File: src/rtl/fir_lut_pkg.sv
// fir_lut_pkg: shared widths and loader state encoding for the FIR LUT loader
package fir_lut_pkg;
  localparam int NTAPS = 10;
  localparam int IN_W = 4;
  localparam int COEF_W = 4;
  localparam int OUT_W = 8;
  localparam int TAP_W = $clog2(NTAPS);
  typedef enum logic [1:0] {IDLE, WAIT_COEF, WRITE, DONE} loader_state_t;
endpackage

File: src/rtl/fir_lut_loader_if.sv
// fir_lut_loader_if: host coefficient handshake plus LUT-bank write port
interface fir_lut_loader_if;
  import fir_lut_pkg::*;
  logic start;
  logic [COEF_W-1:0] coef;
  logic coef_valid;
  logic coef_ready;
  logic wr_en;
  logic [TAP_W-1:0] wr_tap;
  logic [IN_W-1:0] wr_addr;
  logic [OUT_W-1:0] wr_data;
  logic busy;
  logic done;
  logic [15:0] checksum;
  modport master(output start, coef, coef_valid,
                 input coef_ready, wr_en, wr_tap, wr_addr, wr_data, busy, done, checksum);
  modport slave(input start, coef, coef_valid,
                output coef_ready, wr_en, wr_tap, wr_addr, wr_data, busy, done, checksum);
endinterface

File: src/rtl/fir_lut_loader_mult_gen.sv
// lut_mult_gen: builds coef*j for j = 0..2**IN_W-1 by repeated addition
module lut_mult_gen
  import fir_lut_pkg::*;
(
  input  logic              clk,
  input  logic              rst,
  input  logic              clear,
  input  logic              step,
  input  logic [COEF_W-1:0] coef,
  output logic [OUT_W-1:0]  acc,
  output logic [IN_W-1:0]   addr,
  output logic              last
);
  logic [COEF_W-1:0] coef_q, coef_d;
  logic [OUT_W-1:0] acc_q, acc_d;
  logic [IN_W-1:0] addr_q, addr_d;
  // clear latches a new coefficient and restarts the table; step advances one entry
  always_comb begin
    coef_d = clear ? coef : coef_q;
    acc_d = clear ? '0 : step ? acc_q + OUT_W'(coef_q) : acc_q;
    addr_d = clear ? '0 : step ? addr_q + 1'b1 : addr_q;
  end
  // generator registers
  always_ff @(posedge clk or posedge rst) begin
    if (rst) begin
      coef_q <= '0;
      acc_q <= '0;
      addr_q <= '0;
    end else begin
      coef_q <= coef_d;
      acc_q <= acc_d;
      addr_q <= addr_d;
    end
  end
  assign acc = acc_q;
  assign addr = addr_q;
  assign last = &addr_q;
endmodule

File: src/rtl/fir_lut_loader.sv
// fir_lut_loader: loads per-tap coef*j product LUTs; FIR_LUT_LOADER_CHECKSUM_EN adds a write checksum
module fir_lut_loader
  import fir_lut_pkg::*;
(
  input  logic clk,
  input  logic rst,
  fir_lut_loader_if.slave bus
);
  loader_state_t state_q, state_d;
  logic [TAP_W-1:0] tap_q, tap_d;
  logic clear, step, last, last_tap;
  logic [OUT_W-1:0] acc;
  logic [IN_W-1:0] addr;
  assign last_tap = tap_q == TAP_W'(NTAPS - 1);
  lut_mult_gen u_gen (
    .clk(clk), .rst(rst), .clear(clear), .step(step),
    .coef(bus.coef), .acc(acc), .addr(addr), .last(last)
  );
  // next state, tap advance and generator control
  always_comb begin
    state_d = state_q;
    tap_d = tap_q;
    clear = 1'b0;
    step = 1'b0;
    case (state_q)
      IDLE: if (bus.start) begin
        state_d = WAIT_COEF;
        tap_d = '0;
        clear = 1'b1;
      end
      WAIT_COEF: if (bus.coef_valid) begin
        state_d = WRITE;
        clear = 1'b1;
      end
      WRITE: begin
        step = 1'b1;
        if (last) begin
          state_d = last_tap ? DONE : WAIT_COEF;
          tap_d = last_tap ? tap_q : tap_q + 1'b1;
        end
      end
      default: state_d = IDLE;
    endcase
  end
  // state and tap registers
  always_ff @(posedge clk or posedge rst) begin
    if (rst) begin
      state_q <= IDLE;
      tap_q <= '0;
    end else begin
      state_q <= state_d;
      tap_q <= tap_d;
    end
  end
  assign bus.coef_ready = state_q == WAIT_COEF;
  assign bus.wr_en = state_q == WRITE;
  assign bus.wr_tap = tap_q;
  assign bus.wr_addr = addr;
  assign bus.wr_data = acc;
  assign bus.busy = state_q != IDLE;
  assign bus.done = state_q == DONE;
`ifdef FIR_LUT_LOADER_CHECKSUM_EN
  logic [15:0] sum_q, sum_d;
  // running sum of written entries, restarted by a new load
  always_comb sum_d = (state_q == IDLE && bus.start) ? '0 :
                      (state_q == WRITE) ? sum_q + 16'(acc) : sum_q;
  // checksum register
  always_ff @(posedge clk or posedge rst) begin
    if (rst) sum_q <= '0;
    else sum_q <= sum_d;
  end
  assign bus.checksum = sum_q;
`else
  assign bus.checksum = '0;
`endif
endmodule

File: src/flat_wrapper.sv
// flat-port wrapper written by rule: the top's interface ports become plain ports
module fir_lut_loader_flat import fir_lut_pkg::*;
  (clk, rst, bus_start, bus_coef, bus_coef_valid, bus_coef_ready, bus_wr_en, bus_wr_tap, bus_wr_addr, bus_wr_data, bus_busy, bus_done, bus_checksum);
  fir_lut_loader_if bus_i ();
  input  logic clk;
  input  logic rst;
  input wire logic [$bits(bus_i.start)-1:0] bus_start;
  input wire logic [$bits(bus_i.coef)-1:0] bus_coef;
  input wire logic [$bits(bus_i.coef_valid)-1:0] bus_coef_valid;
  output wire logic [$bits(bus_i.coef_ready)-1:0] bus_coef_ready;
  output wire logic [$bits(bus_i.wr_en)-1:0] bus_wr_en;
  output wire logic [$bits(bus_i.wr_tap)-1:0] bus_wr_tap;
  output wire logic [$bits(bus_i.wr_addr)-1:0] bus_wr_addr;
  output wire logic [$bits(bus_i.wr_data)-1:0] bus_wr_data;
  output wire logic [$bits(bus_i.busy)-1:0] bus_busy;
  output wire logic [$bits(bus_i.done)-1:0] bus_done;
  output wire logic [$bits(bus_i.checksum)-1:0] bus_checksum;
  assign bus_i.start = bus_start;
  assign bus_i.coef = bus_coef;
  assign bus_i.coef_valid = bus_coef_valid;
  assign bus_coef_ready = bus_i.coef_ready;
  assign bus_wr_en = bus_i.wr_en;
  assign bus_wr_tap = bus_i.wr_tap;
  assign bus_wr_addr = bus_i.wr_addr;
  assign bus_wr_data = bus_i.wr_data;
  assign bus_busy = bus_i.busy;
  assign bus_done = bus_i.done;
  assign bus_checksum = bus_i.checksum;
  fir_lut_loader u_core (.clk(clk), .rst(rst), .bus(bus_i));
endmodule
File: config.mk
export PLATFORM = sky130hd
export DESIGN_NAME = fir_lut_loader_flat
export DESIGN_NICKNAME = d
export VERILOG_FILES = /design/src/rtl/fir_lut_pkg.sv /design/src/rtl/fir_lut_loader_if.sv /design/src/rtl/fir_lut_loader_mult_gen.sv /design/src/rtl/fir_lut_loader.sv /design/src/flat_wrapper.sv
export SDC_FILE = /design/constraint.sdc
export NUM_CORES = 1
export LEC_CHECK = 0
export ABC_AREA = 1
export CAP_MARGIN = 20
export CORE_UTILIZATION = 46
export CTS_CLUSTER_SIZE = 28
export DETAILED_ROUTE_END_ITERATION = 8
export GPL_TIMING_DRIVEN = 0
export PLACE_DENSITY_LB_ADDON = 0.05
export SETUP_SLACK_MARGIN = 0.5
export SYNTH_ARGS = -nofsm -noshare
export SYNTH_HDL_FRONTEND = slang
export SYNTH_SLANG_ARGS = --single-unit
File: constraint.sdc
create_clock -name clk -period 2.3 [get_ports clk]
set_clock_uncertainty 0.1 [all_clocks]
set_input_delay 0.46 -clock clk [delete_from_list [all_inputs] [get_ports clk]]
set_output_delay 0.46 -clock clk [all_outputs]
set_load 0.05 [all_outputs]
**Yosys cells after proc, flatten, opt, wreduce, memory -nomap -nowiden**

Cells that the tools add are included.

- Reductions and logical operators: 7
- Equality and inequality tests: 8
- Add/sub/neg operators: 3
- Multiplexer cells: 17

Operators with widths:

| kind | number |
|---|---|
| 4-bit 2-to-1 mux | 5 |
| 8-bit 2-to-1 mux | 2 |
| 4-bit by 1-bit adder with 4-bit output, second input constant | 2 |
| 8-bit by 4-bit adder with 8-bit output | 1 |
| 2-bit 2-to-1 mux | 4 |
| 4-bit case mux with 2 select lines | 1 |
| 4-bit AND reduction | 2 |
| 2-bit inequality test, second input constant | 3 |
| 2-bit case mux with 3 select lines | 1 |
| 2-bit nonzero test | 3 |
| 2-bit == test, second input constant | 2 |
| 4-bit == test, second input constant | 1 |
| 1-bit 2-to-1 mux | 3 |
| 3-bit AND reduction | 1 |
| 2-bit by 1-bit == test with 1-bit output, second input constant | 1 |
| 2-bit zero test | 1 |
| 2-bit by 1-bit inequality test with 1-bit output, second input constant | 1 |
| 1-bit case mux with 2 select lines | 1 |

- Output and inout bits: 36
- Bits in registers: 22
- Word-level logic and storage cells: 40

**Depth between registers and ports, before layout**

- Depth after elaboration: 4
- Mapped depth: 9

**Cells and area by module**

From an unflattened synthesis, not the netlist that was laid out.

- Cell total of the unflattened synthesis: 180
- Area total of the unflattened synthesis: 1415.1 sq um

By module, submodules not included:

| module | times used | area each (sq um) | cells each |
|---|---|---|---|
| lut_mult_gen | 1 | 868.3 | 103 |
| fir_lut_loader | 1 | 546.8 | 77 |

**Worst setup path after synthesis**

OpenSTA, ideal clock, no wires.

- Path kind: register to register
- Start point: register u_core.u_gen.acc_q[0] (netlist: u_core.u_gen.acc[0])
- End point: register u_core.u_gen.acc_q[4] (netlist: u_core.u_gen.acc[4])
- Setup time: 0.121 ns
- Slack: 0.289 ns
- Clock period less this slack: 2.011 ns
- Cell stages (with the launch flop): 9
- Arrival time: 1.790 ns
- Path through: dfrtp_1 > ha_1 > inv_1 > fa_1 > nand3b_1 > nand2_1 > nand2_1 > o21ai_0 > nor2_1

- Longest elaborated chain between the ends: 3

Ends and longest elaborated chain:

| item | RTL line | RTL |
|---|---|---|
| from (decl) | fir_lut_loader_mult_gen.sv:15 | `logic [OUT_W-1:0] acc_q, acc_d;` |
| from (signal assigned) | fir_lut_loader_mult_gen.sv:27 | `acc_q <= '0;` |
| from (signal assigned) | fir_lut_loader_mult_gen.sv:31 | `acc_q <= acc_d;` |
| 8-bit by 4-bit adder with 8-bit output | fir_lut_loader_mult_gen.sv:20 | `acc_d = clear ? '0 : step ? acc_q + OUT_W'(coef_q) : acc_q;` |
| 8-bit 2-to-1 mux (2 in a row) | fir_lut_loader_mult_gen.sv:20 |  |

No other way between the ends. The select of a mux whose other input is x is not followed.
A chain may end at the register's enable or synchronous reset.

**Worst setup path after layout**

- Start point: register u_core.state_q[0]
- End point: output port bus_coef_ready

- Longest elaborated chain between the ends: 1

Ends and longest elaborated chain:

| item | RTL line | RTL |
|---|---|---|
| from (decl) | fir_lut_loader.sv:9 | `loader_state_t state_q, state_d;` |
| from (signal assigned) | fir_lut_loader.sv:51 | `state_q <= state_d;` |
| 2-bit by 1-bit == test with 1-bit output | fir_lut_loader.sv:55 | `assign bus.coef_ready = state_q == WAIT_COEF;` |
| to (decl) | flat_wrapper.sv:10 | `output wire logic [$bits(bus_i.coef_ready)-1:0] bus_coef_ready;` |

No other way between the ends.

==> summary.txt <==
STA
  – Setup violations, final: 0
  – FMAX: 548 MHz
  – Final worst path period need: 1.83 ns
  – Slew Limit Headroom: 0.405
  – Final setup TNS: 0 ns
  – Final hold violation count: 0
  – Final Cycle Share: 0.794
  – Worst Tran Pin Value: 0.891 ns
  – Final Max Tran Viols: 0
  – RSZ-0062 raised after global routing: true

Yosys
  – Yosys warns: 0
  – Yosys reg bits: 22
  – Syn Inst Count: 171
  – Synth Area per Inst: 8.38 sq um
  – Yosys cell types: 29
  – Synthesized area: 1430 sq um
  – Seq/Total Area, Yosys: 0.384

Route
  – Via density per instance: 4.94
  – TritonRoute pass-1 iters: 6
  – Wire length per cell: 12.0 um
  – Via total after detailed routing: 1293
  – Final WL: 3150 um
  – # DRC: 6
  – Final ANT Viol Nets: 0
  – Initial drt markers: 53

Critical path
  – Setup CP Type: reg2out
  – Critical Path RT: 1.74 ns
  – Delay-heaviest family, CP: flip-flops
  – Slowest cell delay on critical path: 0.47 ns
  – Crit path launch: u_core.state_q[0]$_DFFE_PP0P_
  – CP max-delay cell: dfrtp_2
  – Worst setup EP type: output pin
  – Crit Path Max Fanout: 4
  – CP Data Arrival Time: 1.27 ns
  – Crit-path cells: buf_4, inv_4, nor2_4, buf_6
  – Setup crit start kind: register
  – Critical path buffers and inverters: 3
  – Launch point of the worst reg-to-reg path: u_core.state_q[0]$_DFFE_PP0P_

CTS
  – Clk sink count: 22
  – Clk root buf: clkbuf_4
  – H-Tree Level Count: 1
  – CTS Buffer Depth: 2
  – CTS tree: done
  – Hold Buf Count CTS: 0
  – Clk_lat worst skew: 0.32 ns
  – TritonCTS buffer count: 3
  – CTS clk-pin slew, worst paths: 0.13 ns

Status
  – Failing checks: design-rule violations
  – Status: finished, violations left

Global route
  – Vias in the first global route: 1154
  – Initial antenna violation count: 0
  – GR Util All Layers: 0.195
  – Final global-route overflow total: 0
  – First-pass GRT wire length: 5030 um
  – Largest net degree at the start of global routing: 23

Layout
  – Final Util: 0.679
  – Area growth syn-to-layout: 35.2%
  – Fin nets: 249
  – Antenna cells: 0
  – Share of post-route cells with drive strength above 1: 0.364
  – Fin cells: 262

Job
  – Max-cap viol count: 0

Die
  – Die X: 57.8 um
  – # rows: 19
  – Initial Util: 0.502
  – Core Region: 2850 sq um
  – # IOs: 44
  – Die area: 3340 sq um
  – Die height: 57.8 um

Place
  – Dpl cells: 244
  – Gp weighted congestion: 0.815
  – # port buffers: 27
  – Dpl hpwl: 2190 um

Hold path
  – Hold Path Class: reg2reg
  – HP Start: u_core.u_gen.coef_q[2]$_DFFE_PP0P_

Power and ir drop
  – Static Leakage: 1.02 nW
  – PwrDens: 1200 nW/um^2
  – VDD IR max: 658 uV
layout by cell type, fill, tap and decap left out, drive strengths merged:
master,count
xnor2,1
fa,1
buf,38
nand2,42
clkdlybuf4s50,7
dfrtp,22
nand4,4
or2,2
o211ai,1
nand3,7
clkbuf,10
a22o,2
o21ai,13
xor2,2
conb,16
o22ai,1
nand3b,1
nor3,1
clkdlybuf4s15,7
a21oi,6
ha,7
nor2,17
inv,23
layer usage:
layer,global-route usage,wire (um),up-vias
li1,-,-,639
met5,0,0,-
met3,0.0223,157,6
met1,0.251,1400,610
met2,0.333,1540,38
met4,0.0782,43,0
repair_timing:
action | in CTS | in global routing
setup buffers | 0 | 15
cloned | 0 | 0
resized for setup | 60 | 30
hold endpoints to repair | 0 | 0
pin swaps | 0 | 2
endpoints found under the setup margin | 20 | 14
area by class of cell:
class                   instances  area (sq um)
plain buffers                  17           135
multi-input cells             124           739
inverters                      23          96.3
fillers                       231           916
well taps                      31          38.8
repair buffers                 42           349
clock buffers                   3          22.5
flip-flops and latches         22           556
where the power goes:
| group | switching [mW] | internal (mW) | leakage [nW] |
|---|---|---|---|
| clock network | 0.126 | 0.0614 | 0.0138 |
| logic | 0.935 | 0.565 | 0.718 |
| registers | 0.133 | 0.497 | 0.287 |
logic make-up (layout without fill, tap and decap cells):
kind of cell | after synthesis | count (layout) | share of synthesized area
simple gates | 74 | 74 | 0.268
buf+inv | 40 | 85 | 0.153
compound gates | 23 | 23 | 0.0987
flops | 22 | 22 | 0.384
fa+ha+maj | 8 | 8 | 0.0751
xor+xnor | 3 | 3 | 0.0183
other cells | 1 | 16 | 0.00262
state kept, by name, summed over array words and instances (netlist names):
name,cells
u_core.u_gen.acc,8
u_core.bus.wr_tap,4
u_core.u_gen.addr,4
u_core.u_gen.coef_q,4
u_core.state_q,2
final timing paths:
path | slack, ns | depth (start not counted) | to
setup / recovery | 0.47 | 4 | bus_coef_ready
hold / removal | 0.39 | 2 | u_core.u_gen.coef_q[2]$_DFFE_PP0P_
setup reg to reg | 0.59 | 10 | u_core.u_gen.addr[2]$_DFFE_PP0P_
hold reg to reg | 0.39 | 2 | u_core.u_gen.coef_q[2]$_DFFE_PP0P_
max in group asynchronous | 0.98 | 2 | u_core.u_gen.acc[0]$_DFFE_PP0P_
min in group asynchronous | 0.52 | 2 | u_core.u_gen.addr[3]$_DFFE_PP0P_
Yosys cell counts (all sizes together):
master,number,area share
xor2,2,0.012
inv,23,0.064
fa,1,0.014
nand2,42,0.14
xnor2,1,0.0061
buf,17,0.089
conb,1,0.0026
or2,2,0.0087
o21ai,13,0.056
nor2,17,0.072
ha,7,0.061
dfrtp,22,0.38
a21oi,6,0.021
nand4,4,0.017
nand3b,1,0.0052
o22ai,1,0.0044
o211ai,1,0.0052
nor3,1,0.0035
nand3,7,0.024
a22o,2,0.012
tightest hold or removal path, cell delays in order, from the launching register on:
cell	delay (ns)
dfrtp_1	0.37
nand2_1	0.06
nand2_1	0.05
metrics by stage:
step | hold slack, ns | setup slack (ns) | area (sq um) | power (mW)
after floorplan | 0.346 | 0.521 | 1510 | 1.60
after global placement | 0.364 | 0.0482 | 1820 | 1.90
after detailed placement | 0.365 | 0.0476 | 1820 | 1.94
after CTS | 0.394 | 0.226 | 1830 | 2.08
after global routing | 0.425 | 0.434 | 1940 | 2.48
final | 0.392 | 0.474 | 1940 | 2.32
(Power assumes the default switching activity.)
